==> config.mk <==
export PLATFORM = sky130hd
export DESIGN_NAME = ps2_host_tx_flat
export DESIGN_NICKNAME = d
export VERILOG_FILES = /design/src/rtl/ps2_host_tx_if.sv /design/src/rtl/ps2_host_tx.sv /design/src/flat_wrapper.sv
export SDC_FILE = /design/constraint.sdc
export NUM_CORES = 1
export LEC_CHECK = 0
export BUFFER_PORTS_ARGS = -buffer_cell sky130_fd_sc_hd__buf_4
export CELL_PAD_IN_SITES_DETAIL_PLACEMENT = 1
export CELL_PAD_IN_SITES_GLOBAL_PLACEMENT = 1
export CORE_AREA = 2 2 91 93
export DETAILED_ROUTE_END_ITERATION = 10
export DIE_AREA = 0 0 93 95
export HOLD_SLACK_MARGIN = 0.15
export PLACE_DENSITY = 0.61
export SKIP_LAST_GASP = 1
export SYNTH_ARGS = -nofsm -noshare
export SYNTH_HDL_FRONTEND = slang
export SYNTH_SLANG_ARGS = --single-unit
==> constraint.sdc <==
create_clock -name clock -period 1.9 [get_ports clock]
set_clock_uncertainty 0.2 [all_clocks]
set_input_delay 0.19 -clock clock [delete_from_list [all_inputs] [get_ports clock]]
set_output_delay 0.19 -clock clock [all_outputs]
set_load 0.005 [all_outputs]
==> src/rtl/ps2_host_tx_if.sv <==
// Command handshake between a host controller and the PS/2 transmitter.
// Latency: pure wiring, no storage.
// Backpressure: tx_busy high means a tx_start pulse would be ignored.
//
// Signals:
//   tx_data  - command byte, sampled when tx_start is accepted
//   tx_start - one-cycle send request
//   tx_busy  - frame in progress, through the done/err cycle
//   tx_done  - one-cycle pulse, frame acked and bus idle
//   tx_err   - one-cycle pulse, no ack or timeout
interface ps2_host_tx_if;
    logic [7:0] tx_data;
    logic       tx_start;
    logic       tx_busy;
    logic       tx_done;
    logic       tx_err;

    modport master (
        output tx_data,
        output tx_start,
        input  tx_busy,
        input  tx_done,
        input  tx_err
    );

    modport slave (
        input  tx_data,
        input  tx_start,
        output tx_busy,
        output tx_done,
        output tx_err
    );
endinterface

==> src/rtl/ps2_host_tx.sv <==
// PS/2 host-to-device transmitter: inhibit, request-to-send, shift 8 data + parity + stop, check ack.
// Latency: INHIBIT_CYCLES + 1 cycles to release the clock, then paced by the device clock.
// Backpressure: tx_start accepted only in IDLE; otherwise ignored while tx_busy is high.
//
// Ports:
//   clock            - system clock
//   resetn           - synchronous reset, active high
//   ps2c_in/ps2d_in  - raw PS/2 clock/data line levels
//   ps2c_oe/ps2d_oe  - 1 pulls the line low, 0 releases it (open drain)
//   host             - command handshake (tx_data/tx_start in, tx_busy/tx_done/tx_err out)
module ps2_host_tx #(
    parameter int INHIBIT_CYCLES = 6000,
    parameter int TIMEOUT_CYCLES = 1000000,
    parameter int FILTER_LEN     = 8
) (
    input  logic          clock,
    input  logic          resetn,
    input  logic          ps2c_in,
    input  logic          ps2d_in,
    output logic          ps2c_oe,
    output logic          ps2d_oe,
    ps2_host_tx_if.slave  host
);

    localparam int CNT_MAX = (TIMEOUT_CYCLES > INHIBIT_CYCLES) ? TIMEOUT_CYCLES : INHIBIT_CYCLES;
    localparam int CW      = $clog2(CNT_MAX + 1);
    localparam int FW      = $clog2(FILTER_LEN + 1);

    typedef enum logic [2:0] {
        S_IDLE,
        S_INHIBIT,
        S_REQ,
        S_SHIFT,
        S_ACK,
        S_WAIT_IDLE,
        S_DONE,
        S_ERR
    } state_t;

    // ---------------------------------------------------------------
    // Input conditioning. Index 0 is the clock line, index 1 the data line.
    // A filtered value only flips after FILTER_LEN consecutive synchronized
    // samples disagree with it, so shorter glitches never reach the FSM.
    // ---------------------------------------------------------------
    logic [1:0]    sync1, sync2, filt;
    logic [FW-1:0] fcnt [2];
    logic          filt_c_d;
    logic          fall;

    always_ff @(posedge clock) begin
        if (resetn) begin
            sync1    <= 2'b11;
            sync2    <= 2'b11;
            filt     <= 2'b11;
            filt_c_d <= 1'b1;
            fcnt[0]  <= '0;
            fcnt[1]  <= '0;
        end else begin
            sync1    <= {ps2d_in, ps2c_in};
            sync2    <= sync1;
            filt_c_d <= filt[0];
            for (int i = 0; i < 2; i++) begin
                if (sync2[i] == filt[i]) begin
                    fcnt[i] <= '0;
                end else if (fcnt[i] == FW'(FILTER_LEN - 1)) begin
                    filt[i] <= sync2[i];
                    fcnt[i] <= '0;
                end else begin
                    fcnt[i] <= fcnt[i] + FW'(1);
                end
            end
        end
    end

    assign fall = filt_c_d & ~filt[0];

    // ---------------------------------------------------------------
    // FSM and datapath
    // ---------------------------------------------------------------
    state_t        state, state_nxt;
    logic [7:0]    data_q;
    logic          par_q;
    logic          d_q;      // data level to drive during SHIFT (1 = pull low)
    logic [3:0]    n_q;      // falls seen so far in SHIFT
    logic [CW-1:0] cnt_q;    // inhibit length, then reused as the timeout counter
    logic          timeout;
    logic          inhibit_end;

    assign timeout     = (cnt_q == CW'(TIMEOUT_CYCLES - 1));
    assign inhibit_end = (cnt_q == CW'(INHIBIT_CYCLES - 1));

    // State register
    always_ff @(posedge clock) begin
        if (resetn) begin
            state <= S_IDLE;
        end else begin
            state <= state_nxt;
        end
    end

    // Next-state logic; timeout wins over a simultaneous fall
    always_comb begin
        state_nxt = state;
        case (state)
            S_IDLE:      if (host.tx_start) state_nxt = S_INHIBIT;
            S_INHIBIT:   if (inhibit_end)   state_nxt = S_REQ;
            S_REQ:       state_nxt = S_SHIFT;
            S_SHIFT: begin
                if (timeout)                       state_nxt = S_ERR;
                else if (fall && n_q == 4'd9)      state_nxt = S_ACK;
            end
            S_ACK: begin
                if (timeout)                       state_nxt = S_ERR;
                else if (fall)                     state_nxt = filt[1] ? S_ERR : S_WAIT_IDLE;
            end
            S_WAIT_IDLE: begin
                if (timeout)                       state_nxt = S_ERR;
                else if (filt == 2'b11)            state_nxt = S_DONE;
            end
            S_DONE:      state_nxt = S_IDLE;
            S_ERR:       state_nxt = S_IDLE;
            default:     state_nxt = S_IDLE;
        endcase
    end

    // Outputs
    always_comb begin
        ps2c_oe      = (state == S_INHIBIT) || (state == S_REQ);
        ps2d_oe      = (state == S_REQ) || ((state == S_SHIFT) && d_q);
        host.tx_busy = (state != S_IDLE);
        host.tx_done = (state == S_DONE);
        host.tx_err  = (state == S_ERR);
    end

    // Datapath: latched byte, parity, bit counter, shared cycle counter
    always_ff @(posedge clock) begin
        if (resetn) begin
            data_q <= '0;
            par_q  <= 1'b0;
            d_q    <= 1'b0;
            n_q    <= '0;
            cnt_q  <= '0;
        end else begin
            case (state)
                S_IDLE: begin
                    if (host.tx_start) begin
                        data_q <= host.tx_data;
                        par_q  <= ~^host.tx_data;
                        cnt_q  <= '0;
                    end
                end
                S_INHIBIT: cnt_q <= cnt_q + CW'(1);
                S_REQ: begin
                    // Start bit stays on the data line once the clock is released
                    cnt_q <= '0;
                    n_q   <= '0;
                    d_q   <= 1'b1;
                end
                S_SHIFT: begin
                    cnt_q <= cnt_q + CW'(1);
                    if (fall && !timeout) begin
                        n_q <= n_q + 4'd1;
                        if (n_q < 4'd8)       d_q <= ~data_q[n_q[2:0]];
                        else if (n_q == 4'd8) d_q <= ~par_q;
                        else                  d_q <= 1'b0;
                    end
                end
                S_ACK, S_WAIT_IDLE: cnt_q <= cnt_q + CW'(1);
                default: ;
            endcase
        end
    end

endmodule

==> src/flat_wrapper.sv <==
// flat-port wrapper written by rule: the top's interface ports become plain ports
module ps2_host_tx_flat 
#(
    parameter int INHIBIT_CYCLES = 6000,
    parameter int TIMEOUT_CYCLES = 1000000,
    parameter int FILTER_LEN     = 8
)
  (clock, resetn, ps2c_in, ps2d_in, ps2c_oe, ps2d_oe, host_tx_data, host_tx_start, host_tx_busy, host_tx_done, host_tx_err);
  ps2_host_tx_if host_i ();
  input  logic clock;
  input  logic resetn;
  input  logic ps2c_in;
  input  logic ps2d_in;
  output logic ps2c_oe;
  output logic ps2d_oe;
  input wire logic [$bits(host_i.tx_data)-1:0] host_tx_data;
  input wire logic [$bits(host_i.tx_start)-1:0] host_tx_start;
  output wire logic [$bits(host_i.tx_busy)-1:0] host_tx_busy;
  output wire logic [$bits(host_i.tx_done)-1:0] host_tx_done;
  output wire logic [$bits(host_i.tx_err)-1:0] host_tx_err;
  assign host_i.tx_data = host_tx_data;
  assign host_i.tx_start = host_tx_start;
  assign host_tx_busy = host_i.tx_busy;
  assign host_tx_done = host_i.tx_done;
  assign host_tx_err = host_i.tx_err;
  ps2_host_tx #(.INHIBIT_CYCLES(INHIBIT_CYCLES), .TIMEOUT_CYCLES(TIMEOUT_CYCLES), .FILTER_LEN(FILTER_LEN)) u_core (.clock(clock), .resetn(resetn), .ps2c_in(ps2c_in), .ps2d_in(ps2d_in), .ps2c_oe(ps2c_oe), .ps2d_oe(ps2d_oe), .host(host_i));
endmodule
==> run metrics, run 1 <==
result of the run finished clean; initial antenna violation count 0; GPL Wtd Cong 0.767; Vert. Die Dim 95 µm; area leader, netlist dfxtp_1; syn avg cell area 8.82 µm²; gr ovfl total 0; crit-path max FO 4; share of cells above drive strength 1 roughly 29%; total clock buffers created by CTS 5; Post-Route Setup TNS 0 ns; GRT met1 Usage 21.3%; die area approximately 9000 µm²; switching power 0.551 mW; hold endpoint u_core.state[0]; Final Hold Vio Count 0; Final setup viols 0; RSZ-0062 raised after global routing yes; top-level I/O count 18; Worst R2R Start u_core.cnt_q[0]; vias in the first global route 2416; Synth top area share 32.9%; PwrDens between 500 and 600 nW/µm²; Sw Ratio 26.2%; cell internal pwr between 1.5 and 2 mW; CTS tree yes; fin nets 394; CTS root buffer clkbuf_8; final period utilization 99.9%; gr usage total between 15 and 20%; clock latency on the worst-skew pair 0.31 ns; pre-CTS setup slack -0.101 ns; Power Total between 2 and 2.5 mW; Critical R2R Capture u_core.n_q[3]; post-route ant nets 0; area delta synth->final 32.8%; Antenna diodes 0; top post-synthesis cells by area dfxtp_1 33%, edfxtp_1 9.0%, xnor2_1 7.5%, nand2_1 4.9%, a21oi_1 4.5%; 1st-pass router iterations 4; Hold Path Class input pin to register; crit end category register; YS warnings 0; cell with the most instances after synthesis dfxtp_1; dpl hpwl 4810 µm; CP arrival about 1.9 ns; drt total wl roughly 6800 µm; Synth Flop Type dfxtp_1; routed vias/inst 4.98; WP data required 1.91 ns; Die Width 93 µm; clock power share 29.5%; Initial Utilization between 30% and 40%; DRC viols 0; VDD IR max 0.284 mV; Comb pwr share between 10% and 20%; CP startpoint kind register; clk slew on worst S/H paths 0.10 ns; fraction of the yosys area taken by sequential cells around two fifths; first-pass GRT wire length 11400 µm; synth cell count leaders 44 x dfxtp_1, 35 x nand2_1, 30 x nor2_1; post-layout min period 1.90 ns; core area 7930 µm²; number of cell rows 33; Critical Setup Path Class register to register; met2 usage 27.7%; instance count of the mapped netlist 304; met3 Use GR 3.19%; asr flop ratio synth 0%; largest net degree at the start of global routing 30; share of power burned in registers 56.1%; Final Max Tran Viols 0; Netlist cell types 56; WL per Instance 14.1 µm; reg-to-reg setup timing slack 0.002 ns; max_cap viols 0; maximum clock frequency 527 MHz; H-tree depth reported by CTS 2; clk buf depth 2; worst setup margin between 0.0015 and 0.002 ns; hold_ws 0.166 ns; Sink Count between 50 and 60; Mapped Area approximately 2700 µm²; Vias 2400; number of synthesized flops with an enable pin 8; Seq cells post-synth 52; Reg2Reg Depth 6; worst hold stages 4; DRT iter0 DRCs between 60 and 70; PortBufs 17; Hold Path Origin host_tx_start; most used routing layer met2; P_leak 1.34 nW
worst max-delay path by stage:
stage	start	endpoint	slack [ns]
floorplan	u_core.cnt_q[0]	u_core.n_q[3]	-0.13
detailed placement	u_core.cnt_q[1]	u_core.n_q[3]	-0.10
CTS	u_core.cnt_q[0]	u_core.n_q[3]	-0.02
finish	u_core.cnt_q[0]	u_core.n_q[3]	0.002
global placement	u_core.cnt_q[1]	u_core.n_q[3]	-0.07
global route	u_core.cnt_q[10]	u_core.state[0]	-0.08
metal layers:
layer | up-vias | routed length, µm
li1 | 1207 | -
met1 | 1166 | 3350
met2 | 21 | 3220
met3 | 6 | 148
met4 | 0 | 73
met5 | - | 0
repair_timing:
action	in CTS	in global routing
endpoints found under the setup margin	8	28
resized for setup	7	21
setup buffers	1	3
hold buffers	11	0
pin swaps	4	7
endpoints found under the hold margin	14	0
worst max-delay path, cell delays in order, from the launching register on:
cell	delay [ns]
dfxtp_2	0.34
ha_4	0.15
and3_4	0.17
and2_4	0.15
a211o_1	0.31
a21oi_2	0.17
mux2_4	0.31
kinds of logic after synthesis:
group | after synthesis | share of synthesized area, %
compound gates | 50 | 11.7
xor+xnor | 27 | 8.82
fa+ha+maj | 5 | 2.33
buf+inv | 22 | 3.31
flops | 52 | 41.8
mux | 6 | 3.22
other cells | 1 | 0.140
simple gates | 141 | 28.7
stage by stage:
step	instances	instance area, µm²	util (%)
6_report	482	3560	44.9
3_5_place_dp	460	3230	40.7
4_1_cts	480	3460	43.6
5_1_grt	482	3560	44.9
3_3_place_gp	460	3230	40.7
2_1_floorplan	311	2720	-
power by group through the flow:
stage / clock, mW / sequential (mW) / combinational (mW)
floorplan: 0 / 1.20 / 0.168
global placement: 0 / 1.20 / 0.269
detailed placement: 0 / 1.21 / 0.275
CTS: 0.647 / 1.18 / 0.296
global route: 0.685 / 1.19 / 0.339
finish: 0.621 / 1.18 / 0.303
registers in the layout, summed over array words and instances, names as in the netlist:
| name | flops |
|---|---|
| u_core.n_q | 4 |
| u_core.state | 3 |
| u_core.data_q | 8 |
| u_core.sync1 | 2 |
| u_core.filt | 2 |
| u_core.d_q | 1 |
| u_core.par_q | 1 |
| u_core.filt_c_d | 1 |
| u_core.sync2 | 2 |
| u_core.cnt_q | 20 |
| u_core.fcnt | 8 |
cells in the final DEF (no fill, tap or decap), types with 3 or more instances in the layout:
master and count:
or3_1 8, dlygate4sd3_1 11, buf_4 57, mux2i_1 3
edfxtp_1 8, inv_1 9, dfxtp_1 36, nor3_1 5
nand3_1 12, nor4_2 3, a211oi_1 3, nand2_1 34
nor2_1 29, xor2_1 4, o21ai_0 7, clkbuf_8 5
nand4_1 4, a21oi_1 22, nand2b_1 5, or2_2 6
xnor2_1 23, nor4_1 4, conb_1 8, dfxtp_2 8
ha_1 4
area by class of cell:
cell class	instances	area, µm²
Sequential cell	52	1130
Clock buffer	5	68.8
Clock inverter	3	13.8
Tap cell	105	131
Inverter	10	37.5
Multi-Input combinational cell	237	1620
Fill cell	960	4370
Timing Repair Buffer	70	561
(Power assumes the default switching activity.)
==> inputs of run 2 (changes only) <==
ABC_AREA = 1   (was not set)
CORE_AREA = 2 2 94 96   (was 2 2 91 93)
DIE_AREA = 0 0 96 98   (was 0 0 93 95)
PLACE_DENSITY = 0.63   (was 0.61)
RECOVER_POWER = 100   (was not set)
==> run 2 against run 1 <==
Via count grew 9.7%; sequential cell count unchanged; critical path depth stayed put; critical path type is now register to output port; final cell count increased by 14%; largest cell class unchanged; core utilization is 4.4 points lower; total power is 51% higher; fmax up 6.8%.
==> run metrics, run 2 <==
hold_ws 0.219 ns (was 0.166 ns); post-route ant nets 0 (unchanged); vias in the first global route 2734 (was 2416); result of the run finished clean (unchanged); max FFs per register 20 (unchanged); CTS root buffer clkbuf_8 (unchanged); DRT iter0 DRCs 39 (was 66); final period utilization 93.5% (was 99.9%); P_leak 1.37 nW (was 1.34 nW); WP data required 1.51 ns (was 1.91 ns); Final Hold Vio Count 0 (unchanged); PwrDens 929 nW/µm² (was 591 nW/µm²); crit end category output port (was register); Finished Layout Cells 549 (was 482); 1st-pass router iterations 4 (unchanged); Post-Route Setup TNS 0 ns (unchanged); top-level I/O count 18 (unchanged); clk slew on worst S/H paths 0.10 ns (about the same); number of cell rows 34 (was 33); instance count of the mapped netlist 396 (was 304); CP arrival 1.39 ns (was 1.91 ns); Final setup viols 0 (unchanged); dpl hpwl 5690 µm (was 4810 µm); Hold Path Origin u_core.sync1[0] (was host_tx_start); clk buf depth 2 (unchanged); core area 8470 µm² (was 7930 µm²); pre-CTS setup slack 0.0648 ns (was -0.101 ns); initial antenna violation count 0 (unchanged); clock latency on the worst-skew pair 0.31 ns (about the same); VDD IR max 0.362 mV (was 0.284 mV); Vert. Die Dim 98 µm (was 95 µm); fin nets 458 (was 394); Critical R2R Capture u_core.cnt_q[11] (was u_core.n_q[3]); die area 9410 µm² (was 8840 µm²); Seq cells post-synth 52 (unchanged); Antenna diodes 0 (unchanged); RSZ-0062 raised after global routing yes (unchanged); Post-Place Cells 527 (was 460); gr ovfl total 0 (unchanged); CP startpoint kind register (unchanged); Synth top area share 30.7% (was 32.9%); Netlist cell types 38 (was 56); top post-synthesis cells by area dfxtp_1 31%, nand2_1 9.9%, nor2_1 8.6%, edfxtp_1 8.4%, a21oi_1 5.8% (was dfxtp_1 33%, edfxtp_1 9.0%, xnor2_1 7.5%, nand2_1 4.9%, a21oi_1 4.5%); routed vias/inst 4.80 (was 4.98); GPL Wtd Cong 0.775 (was 0.767); commonest non-fill, non-tap cell in the layout nand2_1 (was buf_4); asr flop ratio synth 0% (unchanged); Die Width 96 µm (was 93 µm); Final Max Tran Viols 0 (unchanged); Vias 2633 (was 2400); reg-to-reg setup timing slack 0.14 ns (was 0.002 ns); CTS tree yes (unchanged); Hold Path Class register to register (was input pin to register); gr usage total 16.9% (was 16.3%); fraction of the yosys area taken by sequential cells 39.0% (was 41.8%); total clock buffers created by CTS 5 (unchanged); cell with the most instances after synthesis nand2_1 (was dfxtp_1); Biggest register u_core.cnt_q (unchanged); Top Registers u_core.cnt_q (20), u_core.data_q (8), u_core.fcnt (8) (unchanged); Reg2Reg Depth 8 (was 6); most frequent cells in the layout 77 x nand2_1, 63 x nor2_1, 39 x dfxtp_1 (was 57 x buf_4, 36 x dfxtp_1, 34 x nand2_1); Worst R2R Start u_core.state[1] (was u_core.cnt_q[0]); post-CTS setup buffer count 0 (was 1); number of synthesized flops with an enable pin 8 (unchanged); Final Util 40.5% (was 44.9%); Sink Count 52 (unchanged); H-tree depth reported by CTS 2 (unchanged); PortBufs 17 (unchanged); synth cell count leaders 76 x nand2_1, 66 x nor2_1, 44 x dfxtp_1 (was 44 x dfxtp_1, 35 x nand2_1, 30 x nor2_1); DRC viols 0 (unchanged); Critical Setup Path Class register to output port (was register to register); crit-path max FO 7 (was 4); WL per Instance 13.7 µm (was 14.1 µm); area delta synth->final 19.3% (was 32.8%); largest net degree at the start of global routing 17 (was 30); maximum clock frequency 563 MHz (was 527 MHz); max_cap viols 0 (unchanged); Mapped Area 2870 µm² (was 2680 µm²); worst setup margin 0.124 ns (was 0.00196 ns); hold endpoint u_core.sync2[0] (was u_core.state[0]); drt total wl 7520 µm (was 6800 µm); YS warnings 0 (unchanged); syn avg cell area 7.25 µm² (was 8.82 µm²); post-layout min period 1.78 ns (was 1.90 ns); share of cells above drive strength 1 17.5% (was 28.6%); Initial Utilization 33.9% (was 33.8%); worst hold stages 1 (was 4); Synth Flop Type dfxtp_1 (unchanged); area leader, netlist dfxtp_1 (unchanged); first-pass GRT wire length 12600 µm (was 11400 µm)
## run 2: cells by family (layout without fill, tap and decap cells)
kind of cell | after synthesis | after routing | synth area share [%]
buffers and inverters | 50 | 88 | 7.76
AND/OR/NAND/NOR | 208 | 208 | 35.1
other | 1 | 8 | 0.131
flip-flops | 52 | 52 | 39.0
XOR/XNOR | 9 | 9 | 2.75
adder cells (fa/ha/maj) | 5 | 5 | 2.18
AO/OA/AOI/OAI | 71 | 71 | 13.1
## run 2: per-layer routing
layer / wire length, µm / vias to the layer above / GRT usage, %
li1: - / 1367 / -
met1: 3360 / 1224 / 19.7
met2: 3800 / 26 / 30.5
met3: 154 / 16 / 2.93
met4: 207 / 0 / 5.71
met5: 0 / - / 0
## run 2: layout make-up
type	count	area, µm²
clock inverters	3	42.5
multi-input cells	301	1580
repair buffers	37	310
clock buffers	5	68.8
fillers	1076	5040
inverters	43	165
flip-flops and latches	52	1130
well taps	108	135
## run 2: report_power, final
group          leakage [nW]  total (mW)  switching (mW)  internal [mW]
Clock                0.0541       0.789           0.398          0.391
Combinational         0.876        1.02           0.657          0.367
Sequential            0.443        1.37           0.115           1.25
## run 2: worst max path at each step
stage                             end             from
finish                        ps2c_oe  u_core.state[2]
floorplan            u_core.cnt_q[12]  u_core.cnt_q[0]
global route         u_core.cnt_q[11]  u_core.state[1]
global placement     u_core.cnt_q[12]  u_core.cnt_q[0]
detailed placement   u_core.cnt_q[12]  u_core.cnt_q[0]
CTS                 u_core.fcnt[0][2]           resetn
## run 2: critical path: stages, from the launching register on
cell,delay (ns)
dfxtp_2,0.38
nor2_4,0.15
inv_1,0.11
nor2_4,0.12
inv_2,0.07
o21ai_1,0.10
buf_4,0.14
## run 2: per-stage QoR
step           instance area, µm²  power [mW]
2_1_floorplan                2900        2.07
3_3_place_gp                 3140        2.34
3_5_place_dp                 3140        2.36
4_1_cts                      3410        3.21
5_1_grt                      3430        3.42
6_report                     3430        3.18
## run 2: timing repair
action | CTS | global route
hold buffers | 14 | 0
pin swaps | 0 | 1
setup endpoints to repair | 2 | 18
resized for setup | 4 | 13
hold endpoints to repair | 20 | 0
==> inputs of run 3 (changes only) <==
clock period = 1.6 ns   (was 1.9 ns; I/O delays follow)
==> run 3 against run 2 <==
The run now ends with negative setup slack left; total power increased by 50%; clock power increased by 18%; critical path depth decreased by 1; final cell count increased by 12%; sequential cell count unchanged; non-clock buffer count increased by 67; core utilization increased by 9.2 points; first-iteration DRC count increased by 2.6%; register-to-register slack got worse by 0.18 ns; largest cell class unchanged; largest power group is now combinational cells; highest routed layer unchanged.
==> run metrics, run 3 (same netlist as run 2, synthesis figures left out) <==
Vert. Die Dim 98 µm (unchanged); failing checks negative setup slack; H-tree depth reported by CTS 2 (unchanged); cell internal pwr 2.99 mW (was 2.01 mW); Vias 2958 (was 2633); first-pass GRT wire length 14000 µm (was 12600 µm); gr ovfl total 0 (unchanged); CTS root buffer clkbuf_8 (unchanged); reg-to-reg setup timing slack -0.04 ns (was 0.14 ns); post-route ant nets 0 (unchanged); clk buf depth 2 (unchanged); post-layout min period 1.68 ns; Die Width 96 µm (unchanged); Finished Layout Cells 617 (was 549); max FFs per register 20 (unchanged); Sink Count 52 (unchanged); Fillers 1056 (was 1076); routed vias/inst 4.79 (was 4.80); crit end category output port (unchanged); result of the run finished with violations (was finished clean); fin nets 526 (was 458); gr usage total 19.0% (was 16.9%); crit-path max FO 3 (was 7); clock latency on the worst-skew pair 0.31 ns (about the same); clk slew on worst S/H paths 0.10 ns (about the same); VDD IR max 0.446 mV (was 0.362 mV); number of cell rows 34 (unchanged); Sw Ratio 37.2% (was 36.8%); clock power share 19.5% (was 24.8%); max_cap viols 0 (unchanged); Hold Path Class input pin to register (was register to register); most frequent cells in the layout 77 x buf_4, 63 x nand2_1, 52 x nor2_1 (was 77 x nand2_1, 63 x nor2_1, 39 x dfxtp_1); worst setup margin -0.0761 ns (was 0.124 ns); Antenna diodes 0 (unchanged); 1st-pass router iterations 4 (unchanged); largest net degree at the start of global routing 17 (unchanged); WP data required 1.24 ns (was 1.51 ns); Biggest register u_core.cnt_q (unchanged); Final Max Tran Viols 0 (unchanged); initial antenna violation count 0 (unchanged); RSZ-0062 raised after global routing yes (unchanged); commonest non-fill, non-tap cell in the layout buf_4 (was nand2_1); Hold Path Origin resetn (was u_core.sync1[0]); top-level I/O count 18 (unchanged); total clock buffers created by CTS 5 (unchanged); Top Registers u_core.cnt_q (20), u_core.data_q (8), u_core.fcnt (8) (unchanged); WL per Instance 14.3 µm (was 13.7 µm); final period utilization 105%; die area 9410 µm² (unchanged); maximum clock frequency 597 MHz; PortBufs 17 (unchanged); DRT iter0 DRCs 40 (was 39); CP arrival 1.32 ns (was 1.39 ns); CTS tree yes (unchanged); switching power 1.77 mW (was 1.17 mW); Final Hold Vio Count 0 (unchanged); Worst R2R Start u_core.state[2] (was u_core.state[1]); area delta synth->final 46.4% (was 19.3%); share of cells above drive strength 1 39.3% (was 17.5%); hold_ws 0.169 ns (was 0.219 ns); core area 8470 µm² (unchanged); Initial Utilization 33.9% (unchanged); CP startpoint kind register (unchanged); P_leak 1.78 nW (was 1.37 nW); Final setup viols 11 (was 0); Comb pwr share 46.5% (was 32.2%); Post-Place Cells 582 (was 527); Critical Setup Path Class register to output port (unchanged); Final Util 49.6% (was 40.5%); DRC viols 0 (unchanged); PwrDens 1130 nW/µm² (was 929 nW/µm²); drt total wl 8790 µm (was 7520 µm); pre-CTS setup slack -0.113 ns (was 0.0648 ns); GPL Wtd Cong 0.802 (was 0.775); Power Total 4.76 mW (was 3.18 mW); dpl hpwl 6330 µm (was 5690 µm); CP startpoint u_core.state[0] (was u_core.state[2]); vias in the first global route 3104 (was 2734); share of power burned in registers 34.0% (was 43.0%)
==> run 3: cell count changes in the layout (fill, tap and decap cells not counted), sizes merged <==
cell / before / now
dlygate4sd3: 14 / 11
inv: 42 / 43
clkbuf: 9 / 10
buf: 19 / 88
==> run 3: worst paths after layout <==
path	cells after the start	endpoint
max	5	ps2c_oe
max reg2reg	8	u_core.cnt_q[12]
min reg2reg	1	u_core.sync2[0]
min	5	u_core.filt[1]
==> run 3: final cells by class <==
| cell class | count | area (µm²) | share of cell area (%) |
|---|---|---|---|
| multi-input combinational | 301 | 1770 | 42.2 |
| sequential | 52 | 1160 | 27.5 |
| timing repair buffer | 104 | 845 | 20.1 |
| inverter | 43 | 174 | 4.14 |
| tap | 108 | 135 | 3.22 |
| clock buffer | 5 | 68.8 | 1.64 |
| clock inverter | 3 | 42.5 | 1.01 |
| timing repair inverter | 1 | 7.51 | 0.179 |
==> run 3: per-layer routing <==
| layer | routed length [µm] | up-vias | global-route usage, % |
|---|---|---|---|
| li1 | - | 1506 | - |
| met1 | 3450 | 1418 | 20.3 |
| met2 | 5070 | 22 | 36.7 |
| met3 | 135 | 12 | 3.24 |
| met4 | 142 | 0 | 5.49 |
| met5 | 0 | - | 0 |
==> run 3: power groups by stage <==
stage               Clock [mW]  Combinational, mW  Sequential (mW)
finish                   0.928               2.21             1.62
global route              1.02               2.42             1.64
CTS                      0.963               1.89             1.61
detailed placement           0               1.60             1.61
global placement             0               1.56             1.61
floorplan                    0              0.867             1.60
==> run 3: critical path, stage by stage, from the launching register on <==
cell,delay [ns]
dfxtp_4,0.38
buf_4,0.14
nand2_2,0.08
buf_4,0.15
o21ai_2,0.12
buf_4,0.13
==> run 3: through the flow <==
step	TNS [ns]	area, µm²
floorplan	0	2910
global placement	-0.181	3580
detailed placement	-1.04	3580
CTS	-0.306	3990
global route	-2.41	4200
finish	-0.248	4200
==> run 3: timing repair <==
item | CTS | global route
gates cloned | 1 | 0
hold buffers | 11 | 1
pin swaps | 9 | 14
hold endpoints to repair | 23 | 10
resized for setup | 51 | 60
setup buffers | 8 | 8
setup endpoints to repair | 26 | 40
